### config.mk
export PLATFORM = sky130hd
export DESIGN_NAME = dec_issue
export DESIGN_NICKNAME = d
export VERILOG_FILES = /design/src/rtl/dec_issue.sv
export SDC_FILE = /design/constraint.sdc
export NUM_CORES = 2
export LEC_CHECK = 0
export BUFFER_PORTS_ARGS = -buffer_cell sky130_fd_sc_hd__buf_2
export CAP_MARGIN = 20
export CORE_MARGIN = 2
export CORE_UTILIZATION = 55
export DETAILED_ROUTE_END_ITERATION = 7
export PLACE_DENSITY = 0.74
export SYNTH_ARGS = -nofsm -noshare
export SYNTH_HDL_FRONTEND = slang
export SYNTH_SLANG_ARGS = --single-unit
### constraint.sdc
create_clock -name clk -period 1.9 [get_ports clk]
set_input_delay 0.19 -clock clk [delete_from_list [all_inputs] [get_ports clk]]
set_output_delay 0.19 -clock clk [all_outputs]
set_load 0.05 [all_outputs]
### src/rtl/dec_issue.sv
// dec_issue: decode/issue stage in front of the integer ALU.
// The stage splits the fetched word into fields and reads the 64-entry register file.
// It then registers the operands for the ALU, forwarding results that are one or two
// instructions old.
//
// Handshake: if_valid qualifies if_pc/if_inst for exactly one cycle. There is no
// ready signal because the stage never stalls. Every valid instruction is taken at
// the next rising edge unless b_is_hazard squashes it at that same edge.
module dec_issue (
  input  logic        clk,
  input  logic        rstn,
  input  logic        if_valid,
  input  logic [13:0] if_pc,
  input  logic [31:0] if_inst,
  input  logic [5:0]  wb_addr,
  input  logic [31:0] wb_val,
  input  logic        b_is_hazard,
  output logic [5:0]  ope,
  output logic [13:0] pc,
  output logic [31:0] ds_val,
  output logic [31:0] dt_val,
  output logic [5:0]  dd,
  output logic [15:0] imm,
  output logic [4:0]  opr
);

  // Opcodes that write a destination register.
  localparam logic [5:0] OP_LUI  = 6'b110000;
  localparam logic [5:0] OP_ADD  = 6'b001100;
  localparam logic [5:0] OP_ADDI = 6'b001000;
  localparam logic [5:0] OP_SUB  = 6'b010100;
  localparam logic [5:0] OP_SLL  = 6'b011100;
  localparam logic [5:0] OP_SLLI = 6'b011000;
  localparam logic [5:0] OP_SRL  = 6'b100100;
  localparam logic [5:0] OP_SRLI = 6'b100000;
  localparam logic [5:0] OP_SRA  = 6'b101100;
  localparam logic [5:0] OP_SRAI = 6'b101000;
  localparam logic [5:0] OP_JAL  = 6'b000110;
  localparam logic [5:0] OP_JALR = 6'b001110;

  // The link register that JAL/JALR write implicitly.
  localparam logic [5:0] LINK_REG = 6'd31;

  // Register file: entry 0 exists but is never written and never read.
  logic [31:0] rf [0:63];

  // Decode fields. imm and opr deliberately overlap other fields.
  logic [5:0]  dec_ope;
  logic [5:0]  dec_dd;
  logic [5:0]  dec_ds;
  logic [5:0]  dec_dt;
  logic [15:0] dec_imm;
  logic [4:0]  dec_opr;
  logic [5:0]  dec_dst;

  // Operands after the register file read and the age-2 (wb) bypass.
  logic [31:0] rd_s;
  logic [31:0] rd_t;

  // Issue register state.
  logic [31:0] ds_q;
  logic [31:0] dt_q;
  logic        fwd_s;
  logic        fwd_t;
  logic [5:0]  dst_q;

  // The instruction is accepted at this edge; a flush overrides if_valid.
  logic load;

  assign dec_ope = if_inst[31:26];
  assign dec_dd  = if_inst[25:20];
  assign dec_ds  = if_inst[19:14];
  assign dec_dt  = if_inst[13:8];
  assign dec_imm = if_inst[15:0];
  assign dec_opr = if_inst[24:20];

  assign load = if_valid && !b_is_hazard;

  // Destination register that the ALU will write for the decoded opcode.
  always_comb begin
    dec_dst = 6'd0;
    case (dec_ope)
      OP_LUI, OP_ADD, OP_ADDI, OP_SUB, OP_SLL, OP_SLLI,
      OP_SRL, OP_SRLI, OP_SRA, OP_SRAI: dec_dst = dec_dd;
      OP_JAL, OP_JALR:                  dec_dst = LINK_REG;
      default:                          dec_dst = 6'd0;
    endcase
  end

  // Source-s read. r0 is hard zero. A result being written this cycle takes
  // precedence over the stale register file entry.
  always_comb begin
    rd_s = 32'd0;
    if (dec_ds == 6'd0) begin
      rd_s = 32'd0;
    end else if (dec_ds == wb_addr) begin
      rd_s = wb_val;
    end else begin
      rd_s = rf[dec_ds];
    end
  end

  // Source-t read, with the same rules as source s.
  always_comb begin
    rd_t = 32'd0;
    if (dec_dt == 6'd0) begin
      rd_t = 32'd0;
    end else if (dec_dt == wb_addr) begin
      rd_t = wb_val;
    end else begin
      rd_t = rf[dec_dt];
    end
  end

  // Register file write port, driven by the ALU result. Address 0 discards the write.
  always_ff @(posedge clk or negedge rstn) begin
    if (!rstn) begin
      for (int i = 0; i < 64; i++) begin
        rf[i] <= 32'd0;
      end
    end else if (wb_addr != 6'd0) begin
      rf[wb_addr] <= wb_val;
    end
  end

  // Issue register. It loads the decoded instruction, or a bubble when the
  // cycle is idle or the instruction is squashed. The fwd flags compare
  // against the destination of the instruction that is about to leave the
  // register. That instruction's result shows up on wb_val in the next cycle.
  always_ff @(posedge clk or negedge rstn) begin
    if (!rstn) begin
      ope   <= 6'd0;
      pc    <= 14'd0;
      dd    <= 6'd0;
      imm   <= 16'd0;
      opr   <= 5'd0;
      ds_q  <= 32'd0;
      dt_q  <= 32'd0;
      fwd_s <= 1'b0;
      fwd_t <= 1'b0;
      dst_q <= 6'd0;
    end else if (load) begin
      ope   <= dec_ope;
      pc    <= if_pc;
      dd    <= dec_dd;
      imm   <= dec_imm;
      opr   <= dec_opr;
      ds_q  <= rd_s;
      dt_q  <= rd_t;
      fwd_s <= (dec_ds != 6'd0) && (dec_ds == dst_q);
      fwd_t <= (dec_dt != 6'd0) && (dec_dt == dst_q);
      dst_q <= dec_dst;
    end else begin
      ope   <= 6'd0;
      pc    <= 14'd0;
      dd    <= 6'd0;
      imm   <= 16'd0;
      opr   <= 5'd0;
      ds_q  <= 32'd0;
      dt_q  <= 32'd0;
      fwd_s <= 1'b0;
      fwd_t <= 1'b0;
      dst_q <= 6'd0;
    end
  end

  // Age-1 forward: the previous instruction's result replaces the operand
  // that was captured at decode.
  assign ds_val = fwd_s ? wb_val : ds_q;
  assign dt_val = fwd_t ? wb_val : dt_q;

endmodule

==> out/metrics.cfg <==
[status]
outcome = finished, violations left
violations = negative setup slack

[cells_and_area]
num-nets-final = 8628
ff_latch_area_sq_mm = 0.0541
multiInputGateArea_sq_mm = 0.0578
fillers = 13550
syn_to_final_growth_pct = 22.0
drive_above_1_share = 0.606

[sta]
maxSlewHeadroom = 0.432
drv_slew = 0
fmax_ghz = 0.401
min_period_over_period = 1.31
fin_tns_setup_ns = -36.81
timing.final.ws_setup_ns = -0.592
finalHoldViolations = 0
tightestPinTransition_ns = 0.851
rsz0062_at_grt = yes
fin_crit_ns = 2.49
finalClockSkew_ns = 0.0410
holdWs_ns = 0.0479
finalSetupViolations = 107

[clock_tree]
cts.clk_slew.worst_paths_ns = 0.06
h-tree-depth = 4
clockBufferDepth = 3
cts_tree = yes
cts_buffers = 223
clk-insertion-delay-late_ns = 0.89
cts_root_buf = clkbuf_16
clock_sink_count = 2162

[critical_path]
r2r_slack_ns = -0.26
worstPathArrival_ns = 2.30
start_kind = register
crit_path_end_kind = primary output
critPathMaxFanout = 12
required_ns = 1.71
path_class = reg2out

[detailed_routing]
vias_per_cell = 6.98
first_pass_iters = 7
drt_wl_total_um = 386000
drtIter0Drc = 9714
wl_per_cell_um = 33.8
antenna_left = 0
drc = 0
vias = 79857

[floorplan]
initial_core_util = 0.553
die-area_sq_mm = 0.211
core_area_sq_mm = 0.207
die_h_um = 460
rows = 167
fp.dieW_um = 460
io_pins = 199

[logic_synthesis]
synth_top_area_cell = dfrtp_1
synth_nets = 7641
synth-edff-count = 0
syn_area_per_cell_sq_um = 15.1
ys_seq_elements = 2162
netlist_instances = 7553
synthFlopType = dfrtp_1
synthDistinctLibCells = 50
seq_area_frac_synth = 0.474
async_reset_ff_frac = 1.00
syn_area_sq_mm = 0.114
ys_warn_count = 0
synth_top_area_frac = 0.474
synth_area_leaders = dfrtp_1 (47%), mux2_2 (21%), mux4_2 (20%)

[global_routing]
grt_antenna_before_repair = 13
grt_max_degree = 137
grt.total_usage = 0.366
overflow = 0
grt_pass1_vias = 82563
grt_pass1_wl_um = 564000

[placed_design]
place_congestion = 0.968
pre_cts_slack_ns = -0.905
hpwl_um = 257000
placement.io_buffers = 198

[worst_hold_path]
min_path_type = in2reg

[power_and_ir_drop]
p_comb_frac = 0.234
p_clk_frac = 0.331
swShare = 0.279
intPower_w = 0.101
ir_drop_mv = 0.947
p_sw_w = 0.0393
pwr-share-seq = 0.435
power.leakage_nw = 61.2
power.density_mw_per_mm2 = 1010

[run]
max-cap-violations = 0

-- flip-flops by register name, summed over array words and instances (netlist names) --
register and cells:
ope 6, dst_q 6, rf 2048, dd 2
pc 14, opr 4, imm 16, dt_q 32
fwd_s 1, fwd_t 1, ds_q 32
-- synthesized netlist by cell type, drive strengths merged, types with 9 or more instances --
cell and count:
a211oi 10, a21boi 23, a21oi 107, a221oi 16
a22oi 69, a31oi 72, and2 47, and3 24
buf 280, clkbuf 572, dfrtp 2162, inv 9
mux2 2170, mux2i 269, mux4 1039, nand2 146
nand3 46, nor2 155, nor2b 13, nor3 25
nor4 10, o21ai 139, o221ai 25, o22ai 29
xor2 21
-- power by group through the flow --
| stage | logic, W | clock network, W | registers, W |
|---|---|---|---|
| after floorplan | 0.0211 | 0 | 0.0593 |
| after global placement | 0.0303 | 0 | 0.0608 |
| after detailed placement | 0.0313 | 0 | 0.0615 |
| after CTS | 0.0323 | 0.0468 | 0.0608 |
| after global routing | 0.0346 | 0.0487 | 0.0620 |
| final | 0.0329 | 0.0465 | 0.0612 |
-- worst paths after layout --
path,from,depth (start not counted),end
max in group asynchronous,rstn,5,rf[1270]
worst max-delay path,fwd_t,4,dt_val[25]
worst max register to register,rf[23],6,dt_q[23]
worst min-delay path,if_pc[9],3,pc[9]
min in group asynchronous,rstn,3,ds_q[7]
worst min register to register,rf[2023],0,rf[2023]
-- layout by cell type, fill, tap and decap left out, types with 40 or more instances in the layout --
master | synthesis | final
buf_6 | 21 | 75
clkbuf_16 | 0 | 228
clkbuf_1 | 572 | 60
nor2_4 | 0 | 50
dfrtp_1 | 2162 | 2160
nand2_1 | 146 | 117
nor2_1 | 155 | 104
a31oi_1 | 72 | 66
a21oi_1 | 107 | 79
clkbuf_8 | 0 | 40
o21ai_0 | 139 | 129
mux4_2 | 1039 | 1039
and2_1 | 46 | 44
buf_12 | 0 | 298
buf_4 | 42 | 992
a22oi_1 | 69 | 59
buf_2 | 119 | 129
mux2_4 | 0 | 60
mux2_2 | 2170 | 2110
nand3_1 | 46 | 41
dlygate4sd3_1 | 0 | 103
mux2i_1 | 269 | 266
-- timing repair --
action                                  CTS  global route
setup endpoints to repair               113           127
cloned                                    2             1
pin swaps                                51            34
endpoints found under the hold margin  2645             0
setup buffers                            23            15
gates resized for setup                 260            96
hold buffers                            103             0
-- critical path, cell delays in order (launching register included) --
cell     delay (ns)
dfrtp_4        0.41
buf_12         0.17
buf_12         0.19
mux2_2         0.39
buf_4          0.20
-- stage by stage --
step | instances | cell area [sq um] | util | power (W)
2_1_floorplan | 7553 | 115000 | - | 0.0804
3_3_place_gp | 10882 | 129000 | 0.623 | 0.0910
3_5_place_dp | 10882 | 129000 | 0.623 | 0.0928
4_1_cts | 11419 | 139000 | 0.671 | 0.140
5_1_grt | 11437 | 139000 | 0.674 | 0.145
6_report | 11441 | 139000 | 0.674 | 0.141
-- area by class of cell --
class                      count  share of cell area
antenna                        7            0.000126
sequential                  2162               0.388
clock buffer                 327              0.0464
timing repair buffer        1614               0.117
multi-input combinational   4530               0.415
clock inverter                88             0.00907
inverter                       9            0.000296
tap                         2704              0.0243
-- layer usage --
layer	vias to the layer above	part of all wire	GRT usage
met5	-	0.00019	0
met3	1265	0.12	0.109
li1	31022	-	-
met4	10	0.062	0.201
met1	42355	0.37	0.487
met2	5205	0.45	0.543
-- cell families after synthesis --
family,share of synthesized area
flops,0.474
simple gates,0.0200
compound gates,0.0294
mux,0.443
buf+inv,0.0325
xor+xnor,0.00184
Note: power is estimated with default switching activity, not from simulation.
